File: config.mk
export PLATFORM = sky130hd
export DESIGN_NAME = excl_seq
export DESIGN_NICKNAME = d
export VERILOG_FILES = /design/src/rtl/excl_pkg.sv /design/src/rtl/bit_sync.sv /design/src/rtl/excl_seq.sv
export SDC_FILE = /design/constraint.sdc
export NUM_CORES = 1
export LEC_CHECK = 0
export CAP_MARGIN = 20
export CELL_PAD_IN_SITES_DETAIL_PLACEMENT = 0
export CELL_PAD_IN_SITES_GLOBAL_PLACEMENT = 1
export CORE_AREA = 2 2 69 71
export DETAILED_ROUTE_END_ITERATION = 16
export DIE_AREA = 0 0 71 73
export GPL_TIMING_DRIVEN = 1
export PLACE_DENSITY = 0.77
export SETUP_SLACK_MARGIN = 0.4
export SLEW_MARGIN = 25
export SYNTH_ARGS = -nofsm -noshare
export SYNTH_HDL_FRONTEND = slang
export SYNTH_SLANG_ARGS = --single-unit
File: constraint.sdc
create_clock -name clk -period 1.7 [get_ports clk]
set_clock_uncertainty 0.1 [all_clocks]
set_input_delay 0.17 -clock clk [delete_from_list [all_inputs] [get_ports clk]]
set_output_delay 0.17 -clock clk [all_outputs]
set_load 0.02 [all_outputs]
File: src/rtl/excl_pkg.sv
// Shared types and limits for the exclusive-access sequencer.
// Included by excl_seq and its testbench.
package excl_pkg;

    localparam int STATE_W     = 3;
    localparam int TIMEOUT_DEF = 15;
    localparam int RETRY_MAX   = 3;
    localparam int WCNT_W      = 8;
    localparam int RCNT_W      = 2;
    localparam int HCNT_W      = 4;

    typedef enum logic [STATE_W-1:0] {
        IDLE,
        ARM,
        WAIT,
        HOLD,
        CLEAR,
        DRAIN
    } state_t;

    function automatic logic [WCNT_W-1:0] sat_inc(
        input logic [WCNT_W-1:0] v,
        input logic [WCNT_W-1:0] max
    );
        return (v >= max) ? max : v + 1'b1;
    endfunction

endpackage

File: src/rtl/bit_sync.sv
// Multi-flop synchronizer for asynchronous inputs.
// Synchronous active-low clear of every stage.
module bit_sync #(
    parameter int WIDTH = 1,
    parameter int DEPTH = 2
) (
    input  logic             clk,
    input  logic             rst,
    input  logic [WIDTH-1:0] d,
    output logic [WIDTH-1:0] q
);

    logic [WIDTH-1:0] stg [DEPTH];

    always_ff @(posedge clk) begin
        if (!rst) begin
            for (int i = 0; i < DEPTH; i++) stg[i] <= '0;
        end else begin
            stg[0] <= d;
            for (int i = 1; i < DEPTH; i++) stg[i] <= stg[i-1];
        end
    end

    assign q = stg[DEPTH-1];

endmodule

File: src/rtl/excl_seq.sv
// Two-client exclusive-access sequencer driving an external
// set/reset arbitration latch and granting the winner.
module excl_seq
    import excl_pkg::*;
#(
    parameter int SYNC_STAGES = 2,
    parameter int TIMEOUT     = TIMEOUT_DEF
) (
    input  logic       clk,
    input  logic       rst,
    input  logic       req_a,
    input  logic       req_b,
    input  logic [3:0] hold_len,
    input  logic [1:0] x,
    output logic       sa,
    output logic       sb,
    output logic       lrst,
    output logic       gnt_a,
    output logic       gnt_b,
    output logic       busy,
    output logic       err
);

    localparam logic [WCNT_W-1:0] TMO_LAST = WCNT_W'(TIMEOUT - 1);
    localparam logic [RCNT_W-1:0] RTY_LAST = RCNT_W'(RETRY_MAX);

    logic [1:0] xs;

    state_t state_q, state_d;
    logic   cap_a_q, cap_a_d;
    logic   cap_b_q, cap_b_d;
    logic   own_b_q, own_b_d;
    logic   err_q, err_d;
    logic   ccnt_q, ccnt_d;
    logic   sa_q, sa_d;
    logic   sb_q, sb_d;
    logic   lrst_q, lrst_d;
    logic   own_req, in_aw;

    logic [HCNT_W-1:0] hcnt_q, hcnt_d;
    logic [WCNT_W-1:0] wcnt_q, wcnt_d;
    logic [RCNT_W-1:0] rcnt_q, rcnt_d;

    bit_sync #(
        .WIDTH (2),
        .DEPTH (SYNC_STAGES)
    ) u_xsync (
        .clk (clk),
        .rst (rst),
        .d   (x),
        .q   (xs)
    );

    assign own_req = own_b_q ? req_b : req_a;

    always_comb begin
        state_d = state_q;
        cap_a_d = cap_a_q;
        cap_b_d = cap_b_q;
        own_b_d = own_b_q;
        err_d   = err_q;
        hcnt_d  = hcnt_q;
        wcnt_d  = wcnt_q;
        rcnt_d  = rcnt_q;
        ccnt_d  = 1'b0;
        unique case (state_q)
            IDLE: begin
                wcnt_d = '0;
                rcnt_d = '0;
                if (req_a || req_b) begin
                    cap_a_d = req_a;
                    cap_b_d = req_b;
                    state_d = ARM;
                end
            end
            ARM: begin
                wcnt_d  = '0;
                state_d = WAIT;
            end
            WAIT: begin
                unique case (xs)
                    2'b10: begin
                        own_b_d = 1'b0;
                        hcnt_d  = hold_len;
                        state_d = HOLD;
                    end
                    2'b01: begin
                        own_b_d = 1'b1;
                        hcnt_d  = hold_len;
                        state_d = HOLD;
                    end
                    2'b11: begin
                        err_d   = 1'b1;
                        state_d = CLEAR;
                    end
                    default: begin
                        if (wcnt_q >= TMO_LAST) begin
                            err_d   = 1'b1;
                            state_d = CLEAR;
                        end else begin
                            wcnt_d = sat_inc(wcnt_q, TMO_LAST);
                        end
                    end
                endcase
            end
            HOLD: begin
                // Owner withdrawal ends the hold immediately.
                if (!own_req || hcnt_q == '0) begin
                    state_d = CLEAR;
                end else begin
                    hcnt_d = hcnt_q - 1'b1;
                end
            end
            CLEAR: begin
                if (ccnt_q) state_d = DRAIN;
                else        ccnt_d  = 1'b1;
            end
            DRAIN: begin
                if (xs == 2'b00) begin
                    state_d = IDLE;
                end else if (rcnt_q >= RTY_LAST) begin
                    err_d   = 1'b1;
                    state_d = IDLE;
                end else begin
                    rcnt_d  = rcnt_q + 1'b1;
                    state_d = CLEAR;
                end
            end
            default: state_d = IDLE;
        endcase
    end

    // Latch-side outputs are registered from the next state.
    assign in_aw  = (state_d == ARM) || (state_d == WAIT);
    assign sa_d   = in_aw && cap_a_d;
    assign sb_d   = in_aw && cap_b_d;
    assign lrst_d = (state_d == CLEAR);

    always_ff @(posedge clk) begin
        if (!rst) begin
            state_q <= IDLE;
            cap_a_q <= 1'b0;
            cap_b_q <= 1'b0;
            own_b_q <= 1'b0;
            err_q   <= 1'b0;
            ccnt_q  <= 1'b0;
            hcnt_q  <= '0;
            wcnt_q  <= '0;
            rcnt_q  <= '0;
            sa_q    <= 1'b0;
            sb_q    <= 1'b0;
            lrst_q  <= 1'b1;
        end else begin
            state_q <= state_d;
            cap_a_q <= cap_a_d;
            cap_b_q <= cap_b_d;
            own_b_q <= own_b_d;
            err_q   <= err_d;
            ccnt_q  <= ccnt_d;
            hcnt_q  <= hcnt_d;
            wcnt_q  <= wcnt_d;
            rcnt_q  <= rcnt_d;
            sa_q    <= sa_d;
            sb_q    <= sb_d;
            lrst_q  <= lrst_d;
        end
    end

    assign sa    = sa_q;
    assign sb    = sb_q;
    assign lrst  = lrst_q;
    assign err   = err_q;
    assign busy  = (state_q != IDLE);
    assign gnt_a = (state_q == HOLD) && !own_b_q && req_a;
    assign gnt_b = (state_q == HOLD) &&  own_b_q && req_b;

endmodule

**Word-level counts from Yosys, hierarchy flattened**

Memory sizes are Yosys's and may differ from the RTL's.
Index checks and enable logic that the tools add are counted.
W data, S select, Z words.

- Bits in registers: 25
- Bits in writable memories: 4
- Memories: 1

- Add/subtract/negate cells: 3
- Magnitude comparators: 2
- Equality and inequality tests: 20
- Mux-type cells: 33
- Bitwise logic cells: 2
- Reductions and logical operators: 29

Memory list:

| name | words | width | read ports | clocked after memory_dff | write ports | line | text |
|---|---|---|---|---|---|---|---|
| u_xsync.stg | 2 | 2 | 2 | 0 | 2 | bit_sync.sv:13 | `logic [WIDTH-1:0] stg [DEPTH];` |

Operator list:

| kind | count |
|---|---|
| $mux W3 | 6 |
| $pmux W3 S6 | 1 |
| $mux W8 | 2 |
| $ne A2 B2 Y1 const B | 8 |
| $pmux W8 S2 | 1 |
| $mux W1 | 11 |
| $reduce_bool A2 Y1 | 5 |
| $eq A3 B2 Y1 const B | 3 |
| $eq A3 B3 Y1 const B | 3 |
| $reduce_and A3 Y1 | 3 |
| $add A8 B1 Y8 const B | 1 |
| $ge A8 B4 Y1 const B | 1 |
| $mux W2 | 4 |
| $mux W4 | 2 |
| $pmux W4 S2 | 1 |
| $eq A3 B1 Y1 const B | 2 |
| $logic_and A1 B1 Y1 | 6 |
| $pmux W1 S2 | 3 |
| $pmux W3 S2 | 1 |
| $reduce_and A5 Y1 | 1 |
| $eq A2 B2 Y1 const B | 2 |
| $logic_not A4 Y1 | 1 |
| $pmux W2 S2 | 1 |
| $reduce_and A2 Y1 | 2 |
| 13 further kinds | 18 |

**Logic depth before layout (Yosys ltp)**

Gate-level depths: netlist of run 1.

- Depth in word-level cells: 8
- Depth in mapped cells: 6

**Modules after synthesis**

Synthesis of run 1 repeated with hierarchy kept, for this count alone.

- Cells, all modules: 168
- Area, all modules: 1430.1 um^2

Modules (own cells, without submodules):

| module | times used | cells each | area each (um^2) |
|---|---|---|---|
| excl_seq | 1 | 158 | 1310.0 |
| bit_sync | 1 | 10 | 120.1 |

**Worst setup path after synthesis of run 1**

No wires, ideal clock.

- Path type: reg-to-reg
- Start: reg wcnt_q[0]
- End: reg sa_q, in the netlist sa
- Setup time: 87 ps
- Arrival time: 1599 ps
- Path slack: -87 ps
- Cell stages (with the launch flop): 7
- Path buffers: 0
- Clock period less this slack: 1787 ps
- Path through: dfxtp_1 inv_1 ha_1 o211ai_1 a41oi_1 a211o_1 nor4b_2

- Cells in the longest elaborated chain, start to end: 7
- Elaborated cells between the ends (all ways): 8

RTL lines:

| what | line | text |
|---|---|---|
| start, declared | excl_seq.sv:41 | `logic [WCNT_W-1:0] wcnt_q, wcnt_d;` |
| start signal, assigned | excl_seq.sv:161 | `wcnt_q <= wcnt_d;` |
| $ge A8 B4 Y1 (*) | excl_seq.sv:97 | `if (wcnt_q >= TMO_LAST) begin` |
| $mux W3 (*) | excl_seq.sv:97 |  |
| $pmux W3 S2 (*) | excl_seq.sv:81 | `unique case (xs)` |
| $pmux W3 S6 (*) | excl_seq.sv:66 | `unique case (state_q)` |
| $eq A3 B1 Y1 / $eq A3 B2 Y1 (equally long branches) | excl_seq.sv:134 | `assign in_aw = (state_d == ARM) \|\| (state_d == WAIT);` |
| $logic_or A1 B1 Y1 (*) | excl_seq.sv:134 |  |
| $logic_and A1 B1 Y1 (*) | excl_seq.sv:135 | `assign sa_d = in_aw && cap_a_d;` |
| end signal, assigned | excl_seq.sv:150 | `sa_q <= 1'b0;` |
| end signal, assigned | excl_seq.sv:163 | `sa_q <= sa_d;` |
| end, declared | excl_seq.sv:35 | `logic sa_q, sa_d;` |

Mark *: on every way between the ends. The rest lies on a longest branch, timed or not.
A chain may end at the register's enable or synchronous reset.

**Worst setup path in the final report of run 1**

- Start: reg wcnt_q[0]
- End: reg lrst_q, in the netlist lrst

- Cells in the longest elaborated chain, start to end: 5

RTL lines:

| what | line | text |
|---|---|---|
| $ge A8 B4 Y1 | excl_seq.sv:97 |  |
| $mux W3 | excl_seq.sv:97 |  |
| $pmux W3 S2 | excl_seq.sv:81 |  |
| $pmux W3 S6 | excl_seq.sv:66 |  |
| $eq A3 B3 Y1 | excl_seq.sv:137 | `assign lrst_d = (state_d == CLEAR);` |
| end signal, assigned | excl_seq.sv:165 | `lrst_q <= lrst_d;` |
| end, declared | excl_seq.sv:37 | `logic lrst_q, lrst_d;` |

No other way between the ends.

==> results.py, run 1 <==
metrics = {
    "drt": {
        "routed_wl_mm": 3.60,
        "drtAntennaViolNets": 0,
        "drtIter0Drc": 66,
        "drc_errors": 0,
        "routedWlPerCell_microns": 13.0,
        "num_vias": 1375,
        "viasPerCell": 4.95,
        "dr.pass1.iters": 4,
    },
    "critical_path": {
        "path_cells": "inv_2 -> ha_4 -> o211ai_1 -> buf_4 -> a41oi_2 -> a211o_1 -> a31o_1",
        "crit_type": "flop to flop",
        "critPathTopFamily": "compound AO/OA/AOI/OAI gates",
        "worst-path-buf-inv": 2,
        "critPathMaxFanout": 4,
        "worstPathRequired_ps": 1780,
        "cp.depth": 7,
        "reg2regPathDepth": 7,
        "critical_path_arrival_ps": 1790,
        "slowest_stage": "a211o_1",
        "critPathLaunchType": "flop",
        "slowest_delay_ps": 350,
        "end_kind": "flop",
    },
    "synth": {
        "synth_common_cells": "dfxtp_1 (29), a21oi_1 (14), inv_1 (13)",
        "synthXorXnorAreaFrac": 0,
        "synth_fp_nets": 183,
        "synth_largest_area_cell": "dfxtp_1",
        "synth_adder_area_share": 0.0666,
        "syn_avg_cell_area_sq_um": 9.11,
        "synth_top_family_by_area": "simple AND/OR/NAND/NOR gates",
        "synth-compound-area-share": 0.205,
        "yosysUniqueCellTypes": 51,
        "yosys_most_used_dff": "dfxtp_1",
        "synthCells": 165,
        "yosys.area.top_type_share": 0.386,
        "syn_area_sq_um": 1500,
        "synth-edff-count": 0,
        "ys_ff_latch": 29,
        "yosys.area_share.simple": 0.289,
        "synth_seq_area_share": 0.386,
        "async_reset_ff_frac": 0,
        "yosys_warnings": 0,
        "synth_mux_area_frac": 0.00749,
        "yosysMostFrequentCell": "dfxtp_1",
        "synth_area_leaders": "dfxtp_1 (39%), ha_1 (6.7%), a21oi_1 (4.7%)",
    },
    "global_routing": {
        "grt.total_usage": 0.153,
        "grt_antenna_before_repair": 0,
        "grt_pass1_vias": 1271,
        "grt_overflow_total": 0,
        "grt_max_degree": 9,
        "grt_pass1_wl_mm": 6.02,
    },
    "min_path": {
        "hold_depth": 1,
        "min_path_type": "flop to flop",
    },
    "sta": {
        "post-route-min-period_ps": 1710,
        "fin_crit_sh": 1.01,
        "finalSetupViolations": 1,
        "final.setup.tns_ps": -10.4,
        "whs_ps": 317,
        "relSlewSlack": 0.715,
        "slew_violations": 0,
        "rsz0062_at_grt": "true",
        "fmaxAchievable_mhz": 585,
        "fin_ws_ps": -10.4,
        "finalHoldViolations": 0,
        "worst_pin_slew_ps": 426,
    },
    "layout": {
        "diodes": 0,
        "seq_area_sq_um": 596,
        "design_area_sq_um": 2340,
        "nets": 241,
        "fill_cells": 410,
        "stdcell_count": 278,
        "drive_gt1_frac": 0.446,
        "syn_to_final_growth_pct": 55.5,
        "final_util": 0.516,
        "multi_input_area_sq_um": 1080,
    },
    "place": {
        "placed_cells": 263,
        "place_ws_ps": -172,
        "io_buffers": 16,
        "place_area_sq_um": 2020,
        "dpl.hpwl_mm": 2.61,
        "place_congestion": 0.807,
    },
    "clocking": {
        "tritoncts": "built",
        "numCtsBuffers": 5,
        "cts_root_buf": "clkbuf_8",
        "hold_buffers": 0,
        "cts_buffer_depth": 2,
        "cts.sinks": 29,
        "clk_latency_ps": 280,
        "htreeDepth": 2,
        "cts.clk_slew.worst_paths_ps": 60,
    },
    "power_and_ir_drop": {
        "power_switching_mw": 0.468,
        "swShare": 0.277,
        "powerDensity_nw_per_um2": 722,
        "p_seq_frac": 0.436,
        "p_total_mw": 1.69,
        "p_clk_frac": 0.321,
        "p_int_mw": 1.22,
        "ir_drop_v": 0.000317,
        "p_comb_frac": 0.244,
        "p_leak_nw": 0.939,
    },
    "die": {
        "rows": 25,
        "pin_count": 17,
        "dieArea_sq_um": 5180,
        "die_h_microns": 73,
        "core_sq_um": 4540,
        "die-width_microns": 71,
        "start_util": 0.332,
    },
    "status": {
        "run_status": "finished, violations left",
        "violations": "negative setup slack",
    },
    "run": {
        "cap_violations": 0,
    },
}
[cell type report]
cell class                      count  area share
Timing Repair Buffer               55       0.199
Sequential cell                    29       0.255
Clock buffer                        8      0.0342
Multi-Input combinational cell    119       0.461
Tap cell                           54      0.0289
Inverter                           13      0.0230
[path summary, 6_finish.rpt]
check,slack (ps),to,startpoint
worst max-delay path,-10,lrst,wcnt_q[0]
worst min-delay path,320,ccnt_q,ccnt_q
worst max register to register,-10,lrst,wcnt_q[0]
worst min register to register,320,ccnt_q,ccnt_q
[what timing repair did]
| item | CTS | global route |
|---|---|---|
| endpoints found under the setup margin | 31 | 27 |
| resized for setup | 43 | 22 |
| cloned | 0 | 0 |
| setup buffers | 3 | 4 |
| pin swaps | 13 | 7 |
[flip-flops by register name, summed over array words and instances (netlist names), 2 cells and up]
register and count:
u_xsync.stg 4, rcnt_q 2, hcnt_q 4, state_q 3, wcnt_q 8
[cell families (layout without fill, tap and decap cells)]
| logic type | after synthesis | count (layout) |
|---|---|---|
| adder cells (fa/ha/maj) | 8 | 8 |
| flip-flops | 29 | 29 |
| buffers and inverters | 17 | 76 |
| AND/OR/NAND/NOR | 68 | 68 |
| AO/OA/AOI/OAI | 42 | 42 |
| multiplexers | 1 | 1 |
[power by group through the flow]
stage | registers, mW | clock network (mW) | logic [mW]
floorplan | 0.753 | 0 | 0.190
global placement | 0.745 | 0 | 0.356
detailed placement | 0.746 | 0 | 0.357
CTS | 0.734 | 0.564 | 0.385
global route | 0.738 | 0.591 | 0.445
finish | 0.735 | 0.541 | 0.411
[placed cells by master, fill, tap and decap left out, types with 3 or more instances in the layout]
cell	instances
dlygate4sd2_1	4
buf_4	34
ha_4	4
nor2_1	6
buf_6	6
clkbuf_1	3
or3_1	6
dfxtp_2	9
dfxtp_1	19
o21ai_0	3
nand2_1	12
inv_1	8
clkbuf_8	5
o21a_1	3
inv_2	3
nand3_1	4
clkdlybuf4s50_1	9
a21oi_2	3
and2_1	9
ha_1	3
a21oi_1	11
[layer usage]
layer	GRT usage	share of wire
met1	0.199	0.48
met2	0.227	0.46
met3	0.0456	0.039
met4	0.0818	0.021
met5	0	0
Power figures use the tool's default switching activity.
==> run 2, diff against run 1 <==
--- a/config.mk
+++ b/config.mk
@@ -11,7 +11,7 @@
 export CORE_AREA = 2 2 69 71
 export DETAILED_ROUTE_END_ITERATION = 16
 export DIE_AREA = 0 0 71 73
-export GPL_TIMING_DRIVEN = 1
+export GPL_TIMING_DRIVEN = 0
 export PLACE_DENSITY = 0.77
 export SETUP_SLACK_MARGIN = 0.4
 export SLEW_MARGIN = 25
==> run 2 against run 1 <==
  * The flow still finishes with violations (negative setup slack)
  * Worst setup slack worse by 65 ps
  * First-iteration DRC count up 12%
  * Final cell count down 1.4%
  * Sequential power about the same
  * Worst hold slack worse by 150 ps
  * Power up 2.9%
  * Sequential cell count unchanged
  * Count of clock-buffer cells in the layout down 1
  * Largest power group unchanged
==> results.py, run 2 (synthesis results as in run 1) <==
metrics = {
    "critical_path": {
        "slowest_stage": "or3b_4",
        "reg2reg_to": "hcnt_q[1]",
        "critPathTopFamily": "compound AO/OA/AOI/OAI gates",
        "path_cells": "inv_2 -> ha_4 -> or3b_4 -> a32oi_4 -> buf_6 -> a211oi_2 -> a211oi_1",
        "r2r_start": "hcnt_q[1]",
        "reg2regPathDepth": 7,
        "cp.depth": 7,
        "critPathMaxFanout": 5,
        "slowest_delay_ps": 400,
        "worst-path-buf-inv": 2,
        "critPathLaunchType": "flop",
        "critical_path_arrival_ps": 1870,
        "worstPathRequired_ps": 1800,
        "end_kind": "flop",
        "crit_type": "flop to flop",
        "r2r_slack_ps": -80,
    },
    "sta": {
        "post-route-min-period_ps": 1780,
        "fin_crit_sh": 1.04,
        "rsz0062_at_grt": "true",
        "finalHoldViolations": 0,
        "worst_pin_slew_ps": 440,
        "finalSetupViolations": 6,
        "whs_ps": 167,
        "slew_violations": 0,
        "final.setup.tns_ps": -212,
        "relSlewSlack": 0.707,
        "fin_ws_ps": -75.0,
        "fmaxAchievable_mhz": 563,
    },
    "clocking": {
        "tritoncts": "built",
        "cts_root_buf": "clkbuf_8",
        "cts_buffer_depth": 2,
        "numCtsBuffers": 5,
        "hold_buffers": 0,
        "cts.clk_slew.worst_paths_ps": 60,
        "cts.sinks": 29,
        "htreeDepth": 2,
        "clk_latency_ps": 280,
    },
    "power_and_ir_drop": {
        "powerDensity_nw_per_um2": 730,
        "ir_drop_v": 0.000448,
        "p_leak_nw": 0.949,
        "p_total_mw": 1.74,
    },
    "die": {
        "core_sq_um": 4540,
        "start_util": 0.332,
        "rows": 25,
        "die-width_microns": 71,
        "die_h_microns": 73,
        "pin_count": 17,
        "dieArea_sq_um": 5180,
    },
    "drt": {
        "num_vias": 1421,
        "viasPerCell": 5.19,
        "routedWlPerCell_microns": 13.7,
        "top_layer": "met4",
        "routed_wl_mm": 3.77,
        "wl_met1_mm": 1.69,
        "routed-wl-met2_mm": 1.81,
        "dr.pass1.iters": 5,
        "drtIter0Drc": 74,
        "drtAntennaViolNets": 0,
        "drc_errors": 0,
        "wl_met3_microns": 149,
    },
    "global_routing": {
        "grt_antenna_before_repair": 0,
        "grt.total_usage": 0.149,
        "grt_max_degree": 11,
        "grt_overflow_total": 0,
        "grt_pass1_wl_mm": 6.00,
        "grt_pass1_vias": 1348,
    },
    "layout": {
        "design_area_sq_um": 2380,
        "seq_area_sq_um": 596,
        "nets": 238,
        "largest_register": "wcnt_q",
        "reg_top3": "wcnt_q (8), hcnt_q (4), u_xsync.stg (4)",
        "largest_reg_flops": 8,
        "layout_common_cells": "buf_4 (24), dfxtp_1 (17), a21oi_1 (14)",
        "layout_commonest_cell": "buf_4",
        "syn_to_final_growth_pct": 58.2,
        "fill_cells": 382,
        "drive_gt1_frac": 0.450,
        "diodes": 0,
        "multi_input_area_sq_um": 1110,
    },
    "run": {
        "cap_violations": 0,
    },
    "min_path": {
        "hold_depth": 2,
        "min_to": "state_q[1]",
        "min_path_type": "input pin to flop",
        "hp-start": "rst",
    },
    "place": {
        "dpl.hpwl_mm": 2.26,
        "place_area_sq_um": 1810,
        "place_congestion": 0.800,
        "place_ws_ps": -322,
        "io_buffers": 16,
    },
    "status": {
        "run_status": "finished, violations left",
        "violations": "negative setup slack",
    },
}
-- run 2: cell types whose count changed in the layout (fill, tap and decap cells not counted), sizes merged --
cell | previous run | this run
dlymetal6s2s | 0 | 1
buf | 41 | 37
clkdlybuf4s15 | 1 | 0
nand3b | 3 | 4
clkdlybuf4s50 | 9 | 8
-- run 2: routing by layer --
metal	vias up	global-route usage
met2	35	0.245
met4	0	0.0713
met5	-	0
met1	671	0.180
li1	706	-
met3	9	0.0414
-- run 2: worst max-delay path by stage --
stage / from / to / slack [ps]
after global routing: hcnt_q[1] / hcnt_q[1] / -140
after CTS: hcnt_q[1] / hcnt_q[1] / -30
after global placement: req_b / sb / -330
after detailed placement: state_q[0] / gnt_a / -320
final: hcnt_q[1] / hcnt_q[1] / -80
after floorplan: wcnt_q[0] / sa / 20
-- run 2: where the power goes --
| group | internal (mW) | total (mW) | switching (mW) |
|---|---|---|---|
| Combinational | 0.223 | 0.426 | 0.203 |
| Sequential | 0.713 | 0.733 | 0.0208 |
| Clock | 0.320 | 0.577 | 0.257 |
| Total | 1.26 | 1.74 | 0.481 |
-- run 2: layout make-up --
cell class                      instances  area share
Sequential cell                        29       0.250
Inverter                               13      0.0216
Buffer                                  4      0.0163
Timing Repair Buffer                   47       0.180
Clock buffer                            7      0.0363
Multi-Input combinational cell        120       0.467
Tap cell                               54      0.0284
-- run 2: through the flow --
step,cells,util
after floorplan,165,-
after global placement,235,0.399
after detailed placement,235,0.399
after CTS,261,0.489
after global routing,274,0.524
final,274,0.524
-- run 2: timing repair --
action / 4_1_cts / 5_1_grt
endpoints found under the setup margin: 31 / 27
pin swaps: 25 / 5
setup buffers: 19 / 12
gates resized for setup: 64 / 15
cloned: 0 / 1
